File: src/rtl/partition_pkg.sv
// partition_pkg: layout shared by partition (producer) and partition_drain
// (consumer) so both sides agree on the info FIFO descriptor format.
//   Descriptor word: [15:0]  N  payload beats
//                    [23:16] partition id
//                    [28:24] B  valid bytes in last payload beat (0 means full)
//                    [31]    F  final partition flag
//                    others  reserved, carried through in the header beat
package partition_pkg;

    localparam int DESC_N_LSB  = 0;
    localparam int DESC_N_W    = 16;
    localparam int DESC_ID_LSB = 16;
    localparam int DESC_ID_W   = 8;
    localparam int DESC_B_LSB  = 24;
    localparam int DESC_B_W    = 5;
    localparam int DESC_F_BIT  = 31;

    typedef enum logic [1:0] {
        ST_IDLE   = 2'd0,
        ST_HEADER = 2'd1,
        ST_DATA   = 2'd2
    } drain_state_e;

    // Builds a descriptor word; used by the producer side.
    function automatic logic [31:0] make_desc(
        input logic [DESC_N_W-1:0]  beats,
        input logic [DESC_ID_W-1:0] id,
        input logic [DESC_B_W-1:0]  bytes,
        input logic                 final_f
    );
        logic [31:0] w;
        w = 32'd0;
        w[DESC_N_LSB  +: DESC_N_W]  = beats;
        w[DESC_ID_LSB +: DESC_ID_W] = id;
        w[DESC_B_LSB  +: DESC_B_W]  = bytes;
        w[DESC_F_BIT]               = final_f;
        return w;
    endfunction

endpackage

File: src/rtl/axis_out_reg.sv
// axis_out_reg: one-entry AXI4-Stream output register.
//   clk/rst          clock, synchronous active-high reset
//   load, load_*     write a new beat (only when free is high)
//   free             register empty or its beat is being accepted this cycle
//   tdata/tkeep/tlast/tvalid/tready  registered stream output
module axis_out_reg #(
    parameter int DATA_WIDTH = 128,
    parameter int KEEP_WIDTH = DATA_WIDTH / 8
) (
    input  logic                  clk,
    input  logic                  rst,
    input  logic                  load,
    input  logic [DATA_WIDTH-1:0] load_data,
    input  logic [KEEP_WIDTH-1:0] load_keep,
    input  logic                  load_last,
    output logic                  free,
    output logic [DATA_WIDTH-1:0] tdata,
    output logic [KEEP_WIDTH-1:0] tkeep,
    output logic                  tlast,
    output logic                  tvalid,
    input  logic                  tready
);

    logic [DATA_WIDTH-1:0] data_r;
    logic [KEEP_WIDTH-1:0] keep_r;
    logic                  last_r;
    logic                  valid_r;

    assign free   = ~valid_r | tready;
    assign tdata  = data_r;
    assign tkeep  = keep_r;
    assign tlast  = last_r;
    assign tvalid = valid_r;

    // Beat storage: load wins, otherwise drop valid once the sink takes the beat.
    always_ff @(posedge clk) begin
        if (rst) begin
            data_r  <= {DATA_WIDTH{1'b0}};
            keep_r  <= {KEEP_WIDTH{1'b0}};
            last_r  <= 1'b0;
            valid_r <= 1'b0;
        end else if (load) begin
            data_r  <= load_data;
            keep_r  <= load_keep;
            last_r  <= load_last;
            valid_r <= 1'b1;
        end else if (tready) begin
            valid_r <= 1'b0;
        end else begin
            valid_r <= valid_r;
        end
    end

endmodule

File: src/rtl/partition_drain.sv
// partition_drain: drains the info FIFO (one descriptor per partition) and the
// data FIFO (payload words) and re-emits each partition as an AXI4-Stream
// packet: one header beat (zero-extended descriptor) then N payload beats.
//   user_clk/user_rst            clock, synchronous active-high reset
//   info_fifo_*                  FWFT descriptor FIFO, pop via info_fifo_rd_en
//   data_fifo_*                  FWFT payload FIFO, pop via data_fifo_rd_en
//   m_axis_c2h_*                 registered stream output
//   process_done                 one-cycle pulse after final partition leaves
//   partition_count              partitions sent since reset (wraps)
module partition_drain
    import partition_pkg::*;
#(
    parameter int DATA_WIDTH      = 128,
    parameter int BYTE_BIT_ENABLE = DATA_WIDTH / 8,
    parameter int INFO_WIDTH      = 32
) (
    input  logic                       user_clk,
    input  logic                       user_rst,
    input  logic [INFO_WIDTH-1:0]      info_fifo_dout,
    input  logic                       info_fifo_empty,
    output logic                       info_fifo_rd_en,
    input  logic [DATA_WIDTH-1:0]      data_fifo_dout,
    input  logic                       data_fifo_empty,
    output logic                       data_fifo_rd_en,
    output logic [DATA_WIDTH-1:0]      m_axis_c2h_tdata,
    output logic [BYTE_BIT_ENABLE-1:0] m_axis_c2h_tkeep,
    output logic                       m_axis_c2h_tlast,
    output logic                       m_axis_c2h_tvalid,
    input  logic                       m_axis_c2h_tready,
    output logic                       process_done,
    output logic [15:0]                partition_count
);

    // Byte enables for the last payload beat: B low bytes, B==0 means full.
    function automatic logic [BYTE_BIT_ENABLE-1:0] last_keep(input logic [DESC_B_W-1:0] b);
        logic [BYTE_BIT_ENABLE-1:0] k;
        for (int i = 0; i < BYTE_BIT_ENABLE; i++) begin
            k[i] = (b == 5'd0) || (i < int'(b));
        end
        return k;
    endfunction

    drain_state_e              state_r, next_state_s, hold_state_s;
    logic [DESC_N_W-1:0]       beats_r, next_beats_s;
    logic [DESC_B_W-1:0]       bytes_r;
    logic                      final_r;
    logic [15:0]               count_r;
    logic                      done_r;

    logic                       idle_start_s, start_s, finish_s, pop_data_s;
    logic                       out_free_s, out_accept_s;
    logic                       load_s, load_last_s;
    logic [DATA_WIDTH-1:0]      load_data_s;
    logic [BYTE_BIT_ENABLE-1:0] load_keep_s;

    assign out_accept_s    = m_axis_c2h_tvalid & m_axis_c2h_tready;
    assign info_fifo_rd_en = start_s & ~user_rst;
    assign data_fifo_rd_en = pop_data_s & ~user_rst;
    assign process_done    = done_r;
    assign partition_count = count_r;

    // Next-state, FIFO pop and output-register load decisions.
    always_comb begin
        idle_start_s = 1'b0;
        finish_s     = 1'b0;
        pop_data_s   = 1'b0;
        hold_state_s = state_r;
        case (state_r)
            ST_IDLE: begin
                idle_start_s = ~info_fifo_empty & out_free_s;
            end
            ST_HEADER: begin
                if (out_accept_s) begin
                    if (beats_r == 16'd0) begin
                        finish_s = 1'b1;
                    end else begin
                        // Header leaving frees the register, so the first word can follow at once.
                        hold_state_s = ST_DATA;
                        pop_data_s   = ~data_fifo_empty;
                    end
                end else begin
                    hold_state_s = ST_HEADER;
                end
            end
            ST_DATA: begin
                if (beats_r != 16'd0) begin
                    pop_data_s = ~data_fifo_empty & out_free_s;
                end else begin
                    // All words popped; wait for the last beat to be taken.
                    finish_s = out_accept_s & m_axis_c2h_tlast;
                end
            end
            default: begin
                hold_state_s = ST_IDLE;
            end
        endcase

        // A finishing partition may hand straight over to the next descriptor.
        start_s = idle_start_s | (finish_s & ~info_fifo_empty);

        if (start_s) begin
            next_state_s = ST_HEADER;
            next_beats_s = info_fifo_dout[DESC_N_LSB +: DESC_N_W];
        end else if (finish_s) begin
            next_state_s = ST_IDLE;
            next_beats_s = beats_r;
        end else if (pop_data_s) begin
            next_state_s = ST_DATA;
            next_beats_s = beats_r - 16'd1;
        end else begin
            next_state_s = hold_state_s;
            next_beats_s = beats_r;
        end

        if (start_s) begin
            load_s      = 1'b1;
            load_data_s = {{(DATA_WIDTH-INFO_WIDTH){1'b0}}, info_fifo_dout};
            load_keep_s = {BYTE_BIT_ENABLE{1'b1}};
            load_last_s = (info_fifo_dout[DESC_N_LSB +: DESC_N_W] == 16'd0);
        end else if (pop_data_s) begin
            load_s      = 1'b1;
            load_data_s = data_fifo_dout;
            load_last_s = (beats_r == 16'd1);
            load_keep_s = (beats_r == 16'd1) ? last_keep(bytes_r) : {BYTE_BIT_ENABLE{1'b1}};
        end else begin
            load_s      = 1'b0;
            load_data_s = {DATA_WIDTH{1'b0}};
            load_keep_s = {BYTE_BIT_ENABLE{1'b0}};
            load_last_s = 1'b0;
        end
    end

    // FSM state, per-partition latches, partition counter and done pulse.
    always_ff @(posedge user_clk) begin
        if (user_rst) begin
            state_r <= ST_IDLE;
            beats_r <= 16'd0;
            bytes_r <= 5'd0;
            final_r <= 1'b0;
            count_r <= 16'd0;
            done_r  <= 1'b0;
        end else begin
            state_r <= next_state_s;
            beats_r <= next_beats_s;
            if (start_s) begin
                bytes_r <= info_fifo_dout[DESC_B_LSB +: DESC_B_W];
                final_r <= info_fifo_dout[DESC_F_BIT];
            end else begin
                bytes_r <= bytes_r;
                final_r <= final_r;
            end
            if (finish_s) begin
                count_r <= count_r + 16'd1;
            end else begin
                count_r <= count_r;
            end
            // final_r still belongs to the finishing partition on this edge.
            done_r <= finish_s & final_r;
        end
    end

    axis_out_reg #(
        .DATA_WIDTH (DATA_WIDTH),
        .KEEP_WIDTH (BYTE_BIT_ENABLE)
    ) u_out (
        .clk       (user_clk),
        .rst       (user_rst),
        .load      (load_s),
        .load_data (load_data_s),
        .load_keep (load_keep_s),
        .load_last (load_last_s),
        .free      (out_free_s),
        .tdata     (m_axis_c2h_tdata),
        .tkeep     (m_axis_c2h_tkeep),
        .tlast     (m_axis_c2h_tlast),
        .tvalid    (m_axis_c2h_tvalid),
        .tready    (m_axis_c2h_tready)
    );

endmodule
File: config.mk
export PLATFORM = sky130hd
export DESIGN_NAME = partition_drain
export DESIGN_NICKNAME = d
export VERILOG_FILES = /design/src/rtl/partition_pkg.sv /design/src/rtl/axis_out_reg.sv /design/src/rtl/partition_drain.sv
export SDC_FILE = /design/constraint.sdc
export NUM_CORES = 1
export LEC_CHECK = 0
export ABC_CLOCK_PERIOD_IN_PS = 2200
export CORE_ASPECT_RATIO = 0.5
export CORE_MARGIN = 8
export CORE_UTILIZATION = 39
export CTS_BUF_LIST = sky130_fd_sc_hd__clkbuf_8
export DETAILED_ROUTE_END_ITERATION = 16
export PLACE_DENSITY = 0.74
export REMOVE_ABC_BUFFERS = 1
export SLEW_MARGIN = 0
export SYNTH_ARGS = -nofsm -noshare
export SYNTH_HDL_FRONTEND = slang
export SYNTH_SLANG_ARGS = --single-unit
File: constraint.sdc
create_clock -name user_clk -period 2.2 [get_ports user_clk]
set_input_delay 0.44 -clock user_clk [delete_from_list [all_inputs] [get_ports user_clk]]
set_output_delay 0.44 -clock user_clk [all_outputs]
set_load 0.05 [all_outputs]
==> results.py, run 1 <==
metrics = {
    "status": {
        "status": "complete, but fails checks",
        "violations": "negative setup slack",
    },
    "timing": {
        "clock_skew_ns": 0.0196,
        "layout_min_cycle_time_ns": 2.74,
        "setup_violations": 179,
        "hold-worst-slack_ns": 0.451,
        "rsz0062_at_grt": "yes",
        "final_max_slew_viol_count": 0,
        "tns_ns": -31.82,
        "finalWorstSetupSlack_ns": -0.543,
        "slew-limit-headroom": 0.605,
        "period_share": 1.25,
        "tightest_slew_ns": 0.592,
        "final_hold_viol_count": 0,
        "fmax_mhz": 365,
    },
    "routing": {
        "vias_per_cell": 5.37,
        "drc": 0,
        "routed_wl_mm": 33.0,
        "ant_nets": 0,
        "first_pass_iters": 7,
        "num_vias": 8839,
        "drt_iter0_drc": 867,
        "wire_per_inst_microns": 20.0,
    },
    "clock_tree": {
        "clk_pin_slew_worst_paths_ns": 0.09,
        "cts_buffer_depth": 2,
        "cts_sinks": 187,
        "cts_buffers": 17,
        "cts_max_level": 4,
        "root_buffer": "clkbuf_8",
        "postCtsHoldBufs": 0,
        "cts_tree": "done",
        "insertion_delay_ns": 0.50,
    },
    "power": {
        "power_frac_comb": 0.470,
        "power.leakage_uw": 0.00511,
        "swShare": 0.377,
        "p_sw_uw": 4440,
        "power.internal_uw": 7330,
        "seq_power_share": 0.340,
        "pwr_density_cell_nw_per_um2": 845,
        "clockPowerShare": 0.189,
        "vdd_ir_drop_max_mv": 0.441,
    },
    "die": {
        "fp-row-count": 36,
        "dieArea_sq_um": 24300,
        "start_util": 0.392,
        "die_x_microns": 212,
        "io_pins": 330,
        "die_y_microns": 114,
        "core_area_sq_um": 19200,
    },
    "cells_and_area": {
        "multi_input_area_sq_um": 4230,
        "stdcell_count": 1646,
        "fillerInstances": 1349,
        "regArea_sq_um": 3750,
        "nNetsFinal": 1538,
        "fin_util": 0.726,
        "area_delta_synth_final_pct": 85.2,
        "drive_gt1_frac": 0.234,
    },
    "global_route": {
        "met2_usage": 0.401,
        "antenna_found_initial": 1,
        "grt_remaining_overflow": 0,
        "grt_first_pass_wirelength_mm": 45.0,
        "grt_use_met1": 0.281,
        "grt_pass1_vias": 8251,
        "use_met3": 0.0516,
        "grt_max_degree": 53,
        "busiest_layer": "met2",
        "track_usage": 0.233,
    },
    "setup_path": {
        "path_class": "reg -> out",
        "cp-end-kind": "primary output",
        "crit_path_max_fanout": 2,
        "critical_path_buf_inv_count": 3,
        "crit_chain": "inv_2, ha_4, nand4_1, or3_4, o31a_4, nor2_4, buf_6, buf_12",
        "cp_top_family": "simple AND/OR/NAND/NOR gates",
        "cp_data_arrival_time_ns": 2.30,
        "cp-start-kind": "flip-flop",
        "slowest_stage": "or3_4",
        "critical-path-max-stage-delay_ns": 0.40,
        "cp.required_ns": 1.76,
        "worstRegToRegCells": 12,
        "cp.depth": 8,
    },
    "synthesis": {
        "netlist_area_sq_um": 7530,
        "synth.distinct_cells": 57,
        "synth_area_per_cell_sq_um": 8.01,
        "synth_seq_cells": 187,
        "async_reset_ff_frac": 0,
        "ys_warn_count": 0,
        "synth_edf_count": 0,
        "yosysSeqAreaShare": 0.497,
        "synth_flop_cell": "dfxtp_1",
        "synth_cells": 940,
    },
    "placement": {
        "dp_cells": 1561,
        "gp_congestion": 0.866,
        "hpwl_mm": 20.9,
        "numPortBuffers": 329,
        "dp_slack_ns": -0.497,
    },
    "run": {
        "maxCapViolations": 0,
    },
    "min_path": {
        "whs_path_depth": 2,
        "hp-class": "reg -> reg",
    },
}
[through the flow]
| stage | area (sq um) | power (uW) |
|---|---|---|
| after CTS | 12800 | 10700 |
| after global placement | 11700 | 7720 |
| after floorplan | 7200 | 6050 |
| final | 13900 | 11800 |
| after global routing | 13900 | 12200 |
| after detailed placement | 11700 | 7790 |
[sequential cells by signal, indices dropped and copies added, names as in the netlist]
| register | flops |
|---|---|
| u_out.tdata | 128 |
| beats_r | 16 |
| partition_count | 16 |
| u_out.tkeep | 16 |
| bytes_r | 5 |
| state_r | 2 |
| final_r | 1 |
| process_done | 1 |
| u_out.tlast | 1 |
| u_out.tvalid | 1 |
[repair_timing]
action | CTS | global route
gates resized for setup | 101 | 162
setup endpoints to repair | 189 | 194
pin swaps | 17 | 39
setup buffers | 18 | 18
gates cloned | 12 | 15
endpoints found under the hold margin | 0 | 0
[logic make-up (layout without fill, tap and decap cells)]
logic type | after synthesis | count (layout) | share of synthesized area
and+or+nand+nor | 374 | 376 | 0.226
xor gates and xnor gates | 15 | 15 | 0.0175
other | 0 | 1 | 0
AOI/OAI and AO/OA | 279 | 279 | 0.200
DFF | 187 | 187 | 0.497
muxes | 1 | 1 | 0.00133
adders and majority gates | 7 | 7 | 0.0116
buffers and inverters | 77 | 514 | 0.0459
[cell usage in the layout, fill, tap and decap left out, types with 5 or more instances in the layout]
master and instances:
dlygate4sd2_1 10, clkdlybuf4s50_1 308, clkinv_2 5, or4_1 5, buf_8 8, a21oi_1 149, or4_4 7, nand2_2 5
buf_16 9, o21ai_2 15, clkbuf_16 13, dlymetal6s2s_1 9, nand4_1 8, nor4_2 5, nand2_1 254, clkbuf_8 21
o21ai_4 14, buf_6 15, a31oi_1 5, or3_1 5, inv_1 6, dfxtp_1 185, buf_12 25, nor4_1 6
a21oi_2 43, nor3_1 11, buf_4 79, o31ai_1 11, xor2_1 11, o21ai_0 8, nand3_1 14, nor2_1 13
[layer usage]
| metal | share of wire | up-vias |
|---|---|---|
| met5 | 0 | - |
| met4 | 0.038 | 0 |
| met3 | 0.059 | 89 |
| met2 | 0.51 | 360 |
| met1 | 0.40 | 4283 |
| li1 | - | 4107 |
[synth_stat cells, types with 2 or more instances]
| master | n | area, sq um |
|---|---|---|
| a211oi_1 | 4 | 30.0 |
| a21oi_1 | 194 | 971 |
| a31oi_1 | 10 | 62.6 |
| and2_1 | 4 | 25.0 |
| and3_1 | 2 | 12.5 |
| buf_1 | 3 | 11.3 |
| buf_2 | 21 | 105 |
| clkbuf_1 | 43 | 161 |
| dfxtp_1 | 187 | 3740 |
| ha_1 | 7 | 87.6 |
| inv_1 | 6 | 22.5 |
| nand2_1 | 262 | 983 |
| nand3_1 | 14 | 70.1 |
| nand4_1 | 8 | 50.1 |
| nand4_2 | 2 | 25.0 |
| nor2_1 | 15 | 56.3 |
| nor2b_1 | 3 | 18.8 |
| nor3_1 | 12 | 60.1 |
| nor3b_1 | 3 | 22.5 |
| nor4_1 | 12 | 75.1 |
| nor4b_1 | 2 | 17.5 |
| o21ai_0 | 39 | 195 |
| o22ai_1 | 7 | 43.8 |
| o31a_2 | 2 | 20.0 |
| o31ai_1 | 13 | 97.6 |
| o41ai_1 | 2 | 17.5 |
| or2_2 | 3 | 18.8 |
| or3_1 | 8 | 50.1 |
| or3b_2 | 2 | 17.5 |
| or4_1 | 9 | 67.6 |
| or4_4 | 2 | 22.5 |
| xnor2_1 | 3 | 26.3 |
| xor2_1 | 12 | 105 |
[power by group through the flow]
stage                     registers (uW)  clock network, uW  logic, uW
after floorplan                     4880                  0       1170
after global placement              4020                  0       3690
after detailed placement            4040                  0       3750
after CTS                           3970               2270       4510
after global routing                4050               2410       5750
final                               4010               2230       5540
[layout make-up]
| cell class | instances | share of cell area |
|---|---|---|
| antenna | 1 | 0.000180 |
| clock inverter | 11 | 0.00566 |
| clock buffer | 21 | 0.0207 |
| multi-input combinational | 678 | 0.303 |
| tap | 266 | 0.0239 |
| inverter | 6 | 0.00162 |
| sequential | 187 | 0.269 |
| timing repair buffer | 476 | 0.376 |
[worst paths after layout]
path / to / slack, ns / start
worst max-delay path: info_fifo_rd_en / -0.54 / state_r[1]$_SDFFE_PP0P_
worst min-delay path: u_out.tdata[80]$_SDFFE_PP0P_ / 0.45 / u_out.tdata[80]$_SDFFE_PP0P_
worst min register to register: u_out.tdata[80]$_SDFFE_PP0P_ / 0.45 / u_out.tdata[80]$_SDFFE_PP0P_
worst max register to register: u_out.tdata[98]$_SDFFE_PP0P_ / -0.30 / state_r[1]$_SDFFE_PP0P_
[worst register-to-register path, stage by stage, from the launching register on]
cell       delay (ns)
dfxtp_2          0.36
inv_2            0.06
ha_4             0.26
nand4_1          0.11
or3_4            0.40
o31a_4           0.30
buf_4            0.15
buf_12           0.14
buf_12           0.15
nand2_8          0.15
buf_12           0.14
clkbuf_16        0.13
a21oi_1          0.04
No activity file was read; power rests on OpenSTA's default activity.
==> run 2, diff against run 1 <==
CTS_CLUSTER_DIAMETER = 80   (was unset)
==> results of run 2 <==
Final layout, timing and power as in run 1 (identical DEF).
